--- src/rtl/simon_sequencer.sv ---
// Simon/Genius game engine.
// It builds a pseudo-random colour sequence from an LFSR and plays it back.
// It then checks the player's button presses and grows the sequence by one
// step for each cleared round. All outputs come straight from flops.
module simon_sequencer #(
    parameter int          N_BTN         = 4,
    parameter int          MAX_LEN       = 16,
    parameter int          STEP_TICKS    = 4,
    parameter int          GAP_TICKS     = 2,
    parameter int          TIMEOUT_TICKS = 1000,
    parameter logic [15:0] SEED          = 16'hACE1,
    localparam int         W             = (N_BTN > 1) ? $clog2(N_BTN) : 1,
    localparam int         LW            = $clog2(MAX_LEN + 1)
) (
    input  logic             clock,
    input  logic             reset,
    input  logic             start,
    input  logic [N_BTN-1:0] btn,
    output logic             show_valid,
    output logic [W-1:0]     show_idx,
    output logic             input_ready,
    output logic             press_ok,
    output logic [LW-1:0]    level,
    output logic             win,
    output logic             lose
);

    localparam int TW    = $clog2(TIMEOUT_TICKS + 1);
    localparam int TMAX  = (STEP_TICKS > GAP_TICKS) ? STEP_TICKS : GAP_TICKS;
    localparam int TKW   = $clog2(TMAX + 1);
    localparam int DEPTH = 1 << LW;

    typedef enum logic [2:0] {
        ST_IDLE,
        ST_APPEND,
        ST_SHOW_ON,
        ST_SHOW_GAP,
        ST_INPUT,
        ST_WIN,
        ST_LOSE
    } state_t;

    state_t             state_q, state_d;
    logic [15:0]        lfsr_q, lfsr_d;
    logic [N_BTN-1:0]   btn_q, btn_d;
    logic [LW-1:0]      level_q, level_d;
    logic [LW-1:0]      idx_q, idx_d;
    logic [TW-1:0]      timer_q, timer_d;
    logic [TKW-1:0]     tick_q, tick_d;
    logic               show_valid_q, show_valid_d;
    logic [W-1:0]       show_idx_q, show_idx_d;
    logic               input_ready_q, input_ready_d;
    logic               press_ok_q, press_ok_d;
    logic               win_q, win_d;
    logic               lose_q, lose_d;

    // The sequence store is deliberately never cleared; only entries below level are ever read.
    logic [W-1:0]       seq_mem [DEPTH];
    logic               seq_we;

    logic [W-1:0]       raw_colour;
    logic [W-1:0]       colour;
    logic [N_BTN-1:0]   press_edge;
    logic [N_BTN-1:0]   want_onehot;
    logic               last_step;

    // Next-state logic: the FSM, its counters, the LFSR and the registered outputs.
    always_comb begin
        state_d       = state_q;
        level_d       = level_q;
        idx_d         = idx_q;
        timer_d       = timer_q;
        tick_d        = tick_q;
        win_d         = win_q;
        lose_d        = lose_q;
        press_ok_d    = 1'b0;
        seq_we        = 1'b0;
        lfsr_d        = {lfsr_q[14:0], lfsr_q[15] ^ lfsr_q[13] ^ lfsr_q[12] ^ lfsr_q[10]};
        btn_d         = btn;

        raw_colour    = lfsr_q[W-1:0];
        colour        = ({1'b0, raw_colour} >= (W+1)'(N_BTN)) ? raw_colour - W'(N_BTN) : raw_colour;
        press_edge    = btn & ~btn_q;
        want_onehot   = N_BTN'(1) << seq_mem[idx_q];
        last_step     = (idx_q == level_q - LW'(1));

        case (state_q)
            ST_IDLE, ST_WIN, ST_LOSE: begin
                if (start) begin
                    state_d = ST_APPEND;
                    level_d = '0;
                    win_d   = 1'b0;
                    lose_d  = 1'b0;
                end
            end
            ST_APPEND: begin
                seq_we  = 1'b1;
                level_d = level_q + LW'(1);
                idx_d   = '0;
                tick_d  = '0;
                state_d = ST_SHOW_ON;
            end
            ST_SHOW_ON: begin
                if (tick_q == TKW'(STEP_TICKS - 1)) begin
                    tick_d  = '0;
                    state_d = ST_SHOW_GAP;
                end else begin
                    tick_d  = tick_q + TKW'(1);
                end
            end
            ST_SHOW_GAP: begin
                if (tick_q == TKW'(GAP_TICKS - 1)) begin
                    tick_d = '0;
                    if (last_step) begin
                        idx_d   = '0;
                        timer_d = '0;
                        state_d = ST_INPUT;
                    end else begin
                        idx_d   = idx_q + LW'(1);
                        state_d = ST_SHOW_ON;
                    end
                end else begin
                    tick_d = tick_q + TKW'(1);
                end
            end
            ST_INPUT: begin
                if (|press_edge) begin
                    if (press_edge == want_onehot) begin
                        press_ok_d = 1'b1;
                        timer_d    = '0;
                        if (last_step) begin
                            if (level_q == LW'(MAX_LEN)) begin
                                win_d   = 1'b1;
                                state_d = ST_WIN;
                            end else begin
                                state_d = ST_APPEND;
                            end
                        end else begin
                            idx_d = idx_q + LW'(1);
                        end
                    end else begin
                        lose_d  = 1'b1;
                        state_d = ST_LOSE;
                    end
                end else if (timer_q == TW'(TIMEOUT_TICKS - 1)) begin
                    lose_d  = 1'b1;
                    state_d = ST_LOSE;
                end else begin
                    timer_d = timer_q + TW'(1);
                end
            end
            default: begin
                state_d = ST_IDLE;
            end
        endcase

        // Outputs follow the next state so they line up with state_q.
        // APPEND writes the entry that the first SHOW_ON reads, so that entry is bypassed.
        show_valid_d  = (state_d == ST_SHOW_ON);
        input_ready_d = (state_d == ST_INPUT);
        show_idx_d    = '0;
        if (show_valid_d) begin
            show_idx_d = (seq_we && (idx_d == level_q)) ? colour : seq_mem[idx_d];
        end
    end

    // Main state register with synchronous reset.
    always_ff @(posedge clock) begin
        if (reset) begin
            state_q       <= ST_IDLE;
            lfsr_q        <= SEED;
            btn_q         <= '0;
            level_q       <= '0;
            idx_q         <= '0;
            timer_q       <= '0;
            tick_q        <= '0;
            show_valid_q  <= 1'b0;
            show_idx_q    <= '0;
            input_ready_q <= 1'b0;
            press_ok_q    <= 1'b0;
            win_q         <= 1'b0;
            lose_q        <= 1'b0;
        end else begin
            state_q       <= state_d;
            lfsr_q        <= lfsr_d;
            btn_q         <= btn_d;
            level_q       <= level_d;
            idx_q         <= idx_d;
            timer_q       <= timer_d;
            tick_q        <= tick_d;
            show_valid_q  <= show_valid_d;
            show_idx_q    <= show_idx_d;
            input_ready_q <= input_ready_d;
            press_ok_q    <= press_ok_d;
            win_q         <= win_d;
            lose_q        <= lose_d;
        end
    end

    // The sequence store takes one new colour per APPEND. A reset in that cycle blocks the write.
    always_ff @(posedge clock) begin
        if (seq_we && !reset) begin
            seq_mem[level_q] <= colour;
        end
    end

    assign show_valid  = show_valid_q;
    assign show_idx    = show_idx_q;
    assign input_ready = input_ready_q;
    assign press_ok    = press_ok_q;
    assign level       = level_q;
    assign win         = win_q;
    assign lose        = lose_q;

endmodule

--- config.mk ---
export PLATFORM = sky130hd
export DESIGN_NAME = simon_sequencer
export DESIGN_NICKNAME = d
export VERILOG_FILES = /design/src/rtl/simon_sequencer.sv
export SDC_FILE = /design/constraint.sdc
export NUM_CORES = 1
export LEC_CHECK = 0
export BUFFER_PORTS_ARGS = -buffer_cell sky130_fd_sc_hd__buf_2
export CORE_MARGIN = 3
export CORE_UTILIZATION = 62
export CTS_CLUSTER_DIAMETER = 200
export DETAILED_ROUTE_END_ITERATION = 7
export GPL_TIMING_DRIVEN = 1
export PLACE_DENSITY = 0.79
export SLEW_MARGIN = 0
export SYNTH_ARGS = -nofsm -noshare
export SYNTH_HDL_FRONTEND = slang
export SYNTH_SLANG_ARGS = --single-unit
--- constraint.sdc ---
create_clock -name clock -period 4.4 [get_ports clock]
set_clock_uncertainty 0.1 [all_clocks]
set_input_delay 0.66 -clock clock [delete_from_list [all_inputs] [get_ports clock]]
set_output_delay 0.66 -clock clock [all_outputs]
set_load 0.02 [all_outputs]
**Word level (Yosys, flattened, before mapping)**

Memories as Yosys holds them, arrays and structs flattened. A register that Yosys moved wholly into a read port is not among the register bits.
Cells that the tools add are included.
W data, S select, Z words.

- Output and inout port bits: 12
- Input bits: 7
- Bits in registers: 51
- Word-level logic and storage cells: 109
- Memories: 1
- Bits in writable memories: 64

Memories:

| name | words | bits a word | rd ports | clocked after memory_dff | wr ports | RTL line | text |
|---|---|---|---|---|---|---|---|
| seq_mem | 32 | 2 | 2 | 2 | 1 | 58 | `logic [W-1:0] seq_mem [DEPTH];` |

- Bitwise gates (word level): 8
- Reductions and logical operators: 15
- Equality and inequality tests: 25
- Shifts and indexed selects: 1
- $add $sub $neg: 5
- Multiplexer cells: 42

Operators by type and width:

| kind | number |
|---|---|
| $mux W10 | 5 |
| $mux W5 | 7 |
| $mux W3 | 11 |
| $pmux W10 S2 | 1 |
| $pmux W3 S5 | 1 |
| $pmux W5 S3 | 1 |
| $ne A2 B2 Y1 const B | 7 |
| $eq A3 B2 Y1 const B | 4 |
| $eq A3 B3 Y1 const B | 4 |
| $mux W1 | 12 |
| $ne A3 B3 Y1 const B | 4 |
| $add A10 B1 Y10 const B | 1 |
| $add A5 B1 Y5 const B | 2 |
| $eq A10 B10 Y1 const B | 1 |
| $pmux W5 S2 | 1 |
| $pmux W3 S3 | 1 |
| $eq A3 B1 Y1 const B | 2 |
| $reduce_and A6 Y1 | 1 |
| $reduce_bool A2 Y1 | 3 |
| $reduce_or A3 Y1 | 2 |
| $eq A5 B5 Y1 | 1 |
| $eq A5 B5 Y1 const B | 1 |
| $reduce_and A5 Y1 | 1 |
| $sub A5 B1 Y5 const B | 1 |
| 16 further kinds | 21 |

**Logic depth before layout (Yosys ltp)**

- Depth in word-level cells: 9
- Gate-level depth with buffers: 17
- Depth with buffers taken out: 15

**Least setup slack after synthesis**

OpenSTA, ideal clock, no wires.

- Path type: register to register
- From: register level_q[0] (netlist: level[0])
- To: register show_idx_q[0] (netlist: show_idx[0]), read port of seq_mem
- Setup time: 0.092 ns
- Required time: 4.208 ns
- Data arrival time: 3.720 ns
- Period minus slack after synthesis: 3.912 ns
- Path buffers: 1
- Stages on the path, launching flop included: 16
- Setup slack: 0.488 ns
- Path through: dfxtp_1 -> inv_1 -> ha_1 -> xnor3_1 -> nand3_1 -> a211oi_1 -> inv_1 -> ha_1 -> or4_4 -> nand3_4 -> buf_12 -> mux2i_1 -> mux2_4 -> a211oi_1 -> nor4_1 -> o32ai_1

- Cells in the longest elaborated chain, start to end: 9
- Elaborated cells on any way between the ends: 19
- Those cells by class: add/sub: 1; eq/ne: 3; mux: 13; bitwise: 1; reduce/logical: 1

RTL lines:

| what | RTL line | text |
|---|---|---|
| from (decl) | 46 | `logic [LW-1:0] level_q, level_d;` |
| from (signal assigned) | 187 | `level_q <= level_d;` |
| $sub A5 B1 Y5 or $eq A5 B5 Y1 (tied branches) | 85, 132 |  |
| $eq A5 B5 Y1 or $mux W3 (tied branches) | 85, 132 |  |
| $mux W3 | 131 | `if (last_step) begin` |
| $mux W3 | 128 | `if (press_edge == want_onehot) begin` |
| $mux W3 | 127 | `if (\|press_edge) begin` |
| $pmux W3 S5 | 87 | `case (state_q)` |
| $eq A3 B2 Y1 | 159 | `show_valid_d = (state_d == ST_SHOW_ON);` |
| $not A1 Y1 (no source line) | - |  |
| $reduce_or A2 Y1 (no source line) | - |  |
| to (decl) | 51 | `logic [W-1:0] show_idx_q, show_idx_d;` |

Parallel ways exist; a longest one is shown, timed or not.
A chain may end at the register's enable or synchronous reset.

**Final worst setup path**

- From: register idx_q[1]
- To: register show_idx_q[1] (netlist: show_idx[1]), read port of seq_mem

- Cells in the longest elaborated chain, start to end: 8
- Elaborated cells on any way between the ends: 17
- Those cells by class: add/sub: 1; eq/ne: 2; mux: 12; bitwise: 1; reduce/logical: 1

RTL lines:

| what | RTL line | text |
|---|---|---|
| from (decl) | 47 | `logic [LW-1:0] idx_q, idx_d;` |
| from (signal assigned) | 188 | `idx_q <= idx_d;` |
| $eq A5 B5 Y1 | 85 | `last_step = (idx_q == level_q - LW'(1));` |
| $mux W3 | 131 |  |
| $mux W3 | 128 |  |
| $mux W3 | 127 |  |
| $pmux W3 S5 | 87 |  |
| $eq A3 B2 Y1 | 159 |  |
| $not A1 Y1 (no source line) | - |  |
| $reduce_or A2 Y1 (no source line) | - |  |

Parallel ways exist; a longest one is shown, timed or not.

==> metrics.md <==
| Metric | Value |
|---|---|
| Outcome | `finished clean` |
| Worst-Skew Late Latency | `around 500 ps` |
| YS warnings | `0` |
| Number of synthesized flops with an enable pin | `between 60 and 70` |
| Global-route wire length before repair | `roughly 25 mm` |
| CP max-delay cell | `a311o_1` |
| Gpl congestion | `approximately 0.93` |
| Initial DRC Count | `432` |
| Post-synth ARST share | `0` |
| DR vias | `between 4,000 and 5,000` |
| Seq. cell area | `around 0.0030 sq mm` |
| Peak Freq | `~0.24 GHz` |
| First-pass detailed-route iteration total | `5` |
| Final core utilization | `0.7507` |
| Worst R2R Start | `idx_q[1]` |
| Commonest non-fill, non-tap cell in the layout | `nor2_1` |
| Post-Syn Instances | `589` |
| Yosys top cell by area | `edfxtp_1` |
| Average cell area after synthesis | `about 10 sq um` |
| Reg clk slew, reported paths | `approximately 60 ps` |
| GR Overflow Total | `0` |
| H-Tree Depth | `4` |
| Worst slew pin tran | `around 1100 ps` |
| Synth top area share | `0.3109` |
| Switching pwr | `~0.00064 W` |
| Worst setup SP type | `register` |
| Worst setup margin | `~220 ps` |
| Site Rows | `35` |
| Crit-path most repeated cell | `buf_12` |
| Layout cells sized above 1 | `0.1754` |
| CP Class | `register to register` |
| Internal | `around 0.0021 W` |
| Critical Path AT | `between 4000 and 5000 ps` |
| Worst-path maximum fanout | `20` |
| Post-route antenna net violation count | `0` |
| Total wire length | `15.66 mm` |
| Peak VDD IR | `0.3936 mV` |
| Pin count of the biggest net entering global routing | `45` |
| Total Negative Setup Slacks | `0 ps` |
| CP required | `~4700 ps` |
| Via density | `6.272` |
| Area of the multi-input gates | `approximately 0.003 sq mm` |
| Core area | `roughly 0.0095 sq mm` |
| Vias in the first global route | `about 4,600` |
| # IOs | `19` |
| Max_cap viols | `0` |
| Flop pwr share | `0.451` |
| Hold Crit Class | `input port to register` |
| Crit share post-route | `0.9501` |
| Chip Height | `105.9 um` |
| Synth top area cells | `edfxtp_1 (31%), dfxtp_1 (17%), mux2i_1 (8.7%), nor2_1 (5.0%), ha_1 (2.4%)` |
| Most frequent cells in the layout | `nor2_1 (83), edfxtp_1 (64), mux2i_1 (53)` |
| CTS Hold Bufs | `0` |
| CTS sink cnt | `~120` |
| Combinational power share | `0.071` |
| Synth-to-layout area growth | `14.86%` |
| Max-slew headroom | `0.2368` |
| Endpoint class of the critical path | `register` |
| CTS tree | `yes` |
| Sequential fraction of the synthesis area | `0.4825` |
| Hold_sp | `btn[1]` |
| Antenna violations before repair | `0` |
| Die W | `105.9 um` |
| Critical Path Start | `idx_q[1]` |
| Fillers | `~670` |
| Tot GR Track Use | `0.2913` |
| Routed len/inst | `around 20 um` |
| Die Footprint | `roughly 0.011 sq mm` |
| Crit-path max cell delay | `~470 ps` |
| Place WS | `236.8 ps` |
| DP HPWL | `approximately 10 mm` |
| # setup viols final | `0` |
| CP Cell Sequence | `buf_12, mux2i_1, a22oi_1, and3_1, a31oi_1, and2_1, a311oi_2, or3_1, a311o_1, buf_12, nor2_1, a22o_1, a211oi_2, nor4_1, o32ai_1` |
| Sw Share | `0.2356` |
| Final Hold Vio Count | `0` |
| Post-synthesis register bit count | `about 120` |
| Port bufs | `18` |
| Diode count | `0` |
| Residual DRC | `0` |
| Clk network pwr share | `0.477` |
| Fin crit period | `approximately 4200 ps` |
| Mapped Area | `approximately 0.0062 sq mm` |
| CTS root buf | `clkbuf_8` |
| Synth Flop Type | `edfxtp_1` |
| Leak Pwr | `2.450 nW` |
| Cts bufs inserted | `17` |
| Starting density of the core | `0.6536` |
| Clock Path Buffers | `2` |
| Total power | `~0.0027 W` |
| Yosys cell types | `69` |
| Final Max Slew Viols | `0` |
| Syn_nets | `608` |
| Power density over the cells | `~380 mW/mm^2` |
| Final Net Count | `between 600 and 700` |
[final cells by class]
class | instances | area share
timing repair buffer | 44 | 0.04899
multi-input combinational | 425 | 0.4187
inverter | 15 | 0.007930
clock inverter | 9 | 0.008811
sequential | 117 | 0.4206
tap | 129 | 0.02273
clock buffer | 23 | 0.07225
[through the flow]
step	cell area [sq um]	hold slack, ps	std cells
6_report	7101	280.0	762
5_1_grt	7101	283.5	762
4_1_cts	7047	262.8	758
3_5_place_dp	6471	295.0	726
3_3_place_gp	6471	293.7	726
2_1_floorplan	6182	289.5	589
[power groups by stage]
stage                     clock network [W]  logic, W  registers, W
after floorplan                           0  0.000127       0.00124
final                               0.00130  0.000194       0.00123
after global placement                    0  0.000182       0.00125
after global routing                0.00137  0.000210       0.00123
after detailed placement                  0  0.000184       0.00125
after CTS                           0.00131  0.000188       0.00123
[cell usage after synthesis, drive strengths merged (4+ instances only)]
| master | n |
|---|---|
| a211oi | 13 |
| a21oi | 21 |
| a22oi | 10 |
| a311oi | 5 |
| a31oi | 5 |
| and2 | 4 |
| and3 | 7 |
| buf | 12 |
| clkbuf | 20 |
| dfxtp | 53 |
| edfxtp | 64 |
| ha | 12 |
| inv | 14 |
| mux2 | 12 |
| mux2i | 54 |
| mux4 | 5 |
| nand2 | 37 |
| nand2b | 7 |
| nand3 | 21 |
| nand3b | 5 |
| nand4 | 6 |
| nor2 | 83 |
| nor2b | 22 |
| nor3 | 8 |
| nor4 | 4 |
| o211ai | 4 |
| o21ai | 10 |
| or2 | 9 |
| or3 | 4 |
| xnor2 | 8 |
| xor2 | 12 |
[critical path, delay by kind of cell, from the launching register on]
family / cells / cell delay (ps)
flops: 1 / 400
mux: 1 / 300
compound gates: 7 / 1380
simple gates: 5 / 1450
buf+inv: 2 / 400
[what timing repair did]
item                                    in CTS  in global routing
gates resized for setup                      0                  4
buffers inserted                             0                  4
endpoints found under the setup margin       0                  2
[cell families (layout without fill, tap and decap cells)]
kind of cell,Yosys count,in the layout,share of synthesized area
AND/OR/NAND/NOR,227,227,0.1828
flip-flops,117,117,0.4825
AO/OA/AOI/OAI,94,94,0.1093
multiplexers,71,71,0.1311
buffers and inverters,47,91,0.03805
XOR/XNOR,21,21,0.03198
adder cells (fa/ha/maj),12,12,0.02429
[flip-flops by register name, indices dropped and copies added (netlist names), 2 cells and up]
signal / count
level: 5
seq_mem: 64
state_q: 3
timer_q: 10
show_idx: 2
lfsr_q: 16
idx_q: 5
btn_q: 4
tick_q: 3
[layer usage]
metal  up-vias  global-route usage  routed length [um]
met5         -                   0                   0
met4         0             0.08788                 341
met3        26             0.08267                1273
met2       219              0.4490                7156
met1      2307              0.4026                6888
li1       2227                   -                   -
[path summary, 6_finish.rpt]
path | endpoint | slack [ps] | cells after the start
worst min-delay path | btn_q[1] | 280 | 2
worst min register to register | lfsr_q[15] | 310 | 1
worst max register to register | show_idx[1] | 220 | 15
worst max-delay path | show_idx[1] | 220 | 15
Power figures use the tool's default switching activity.
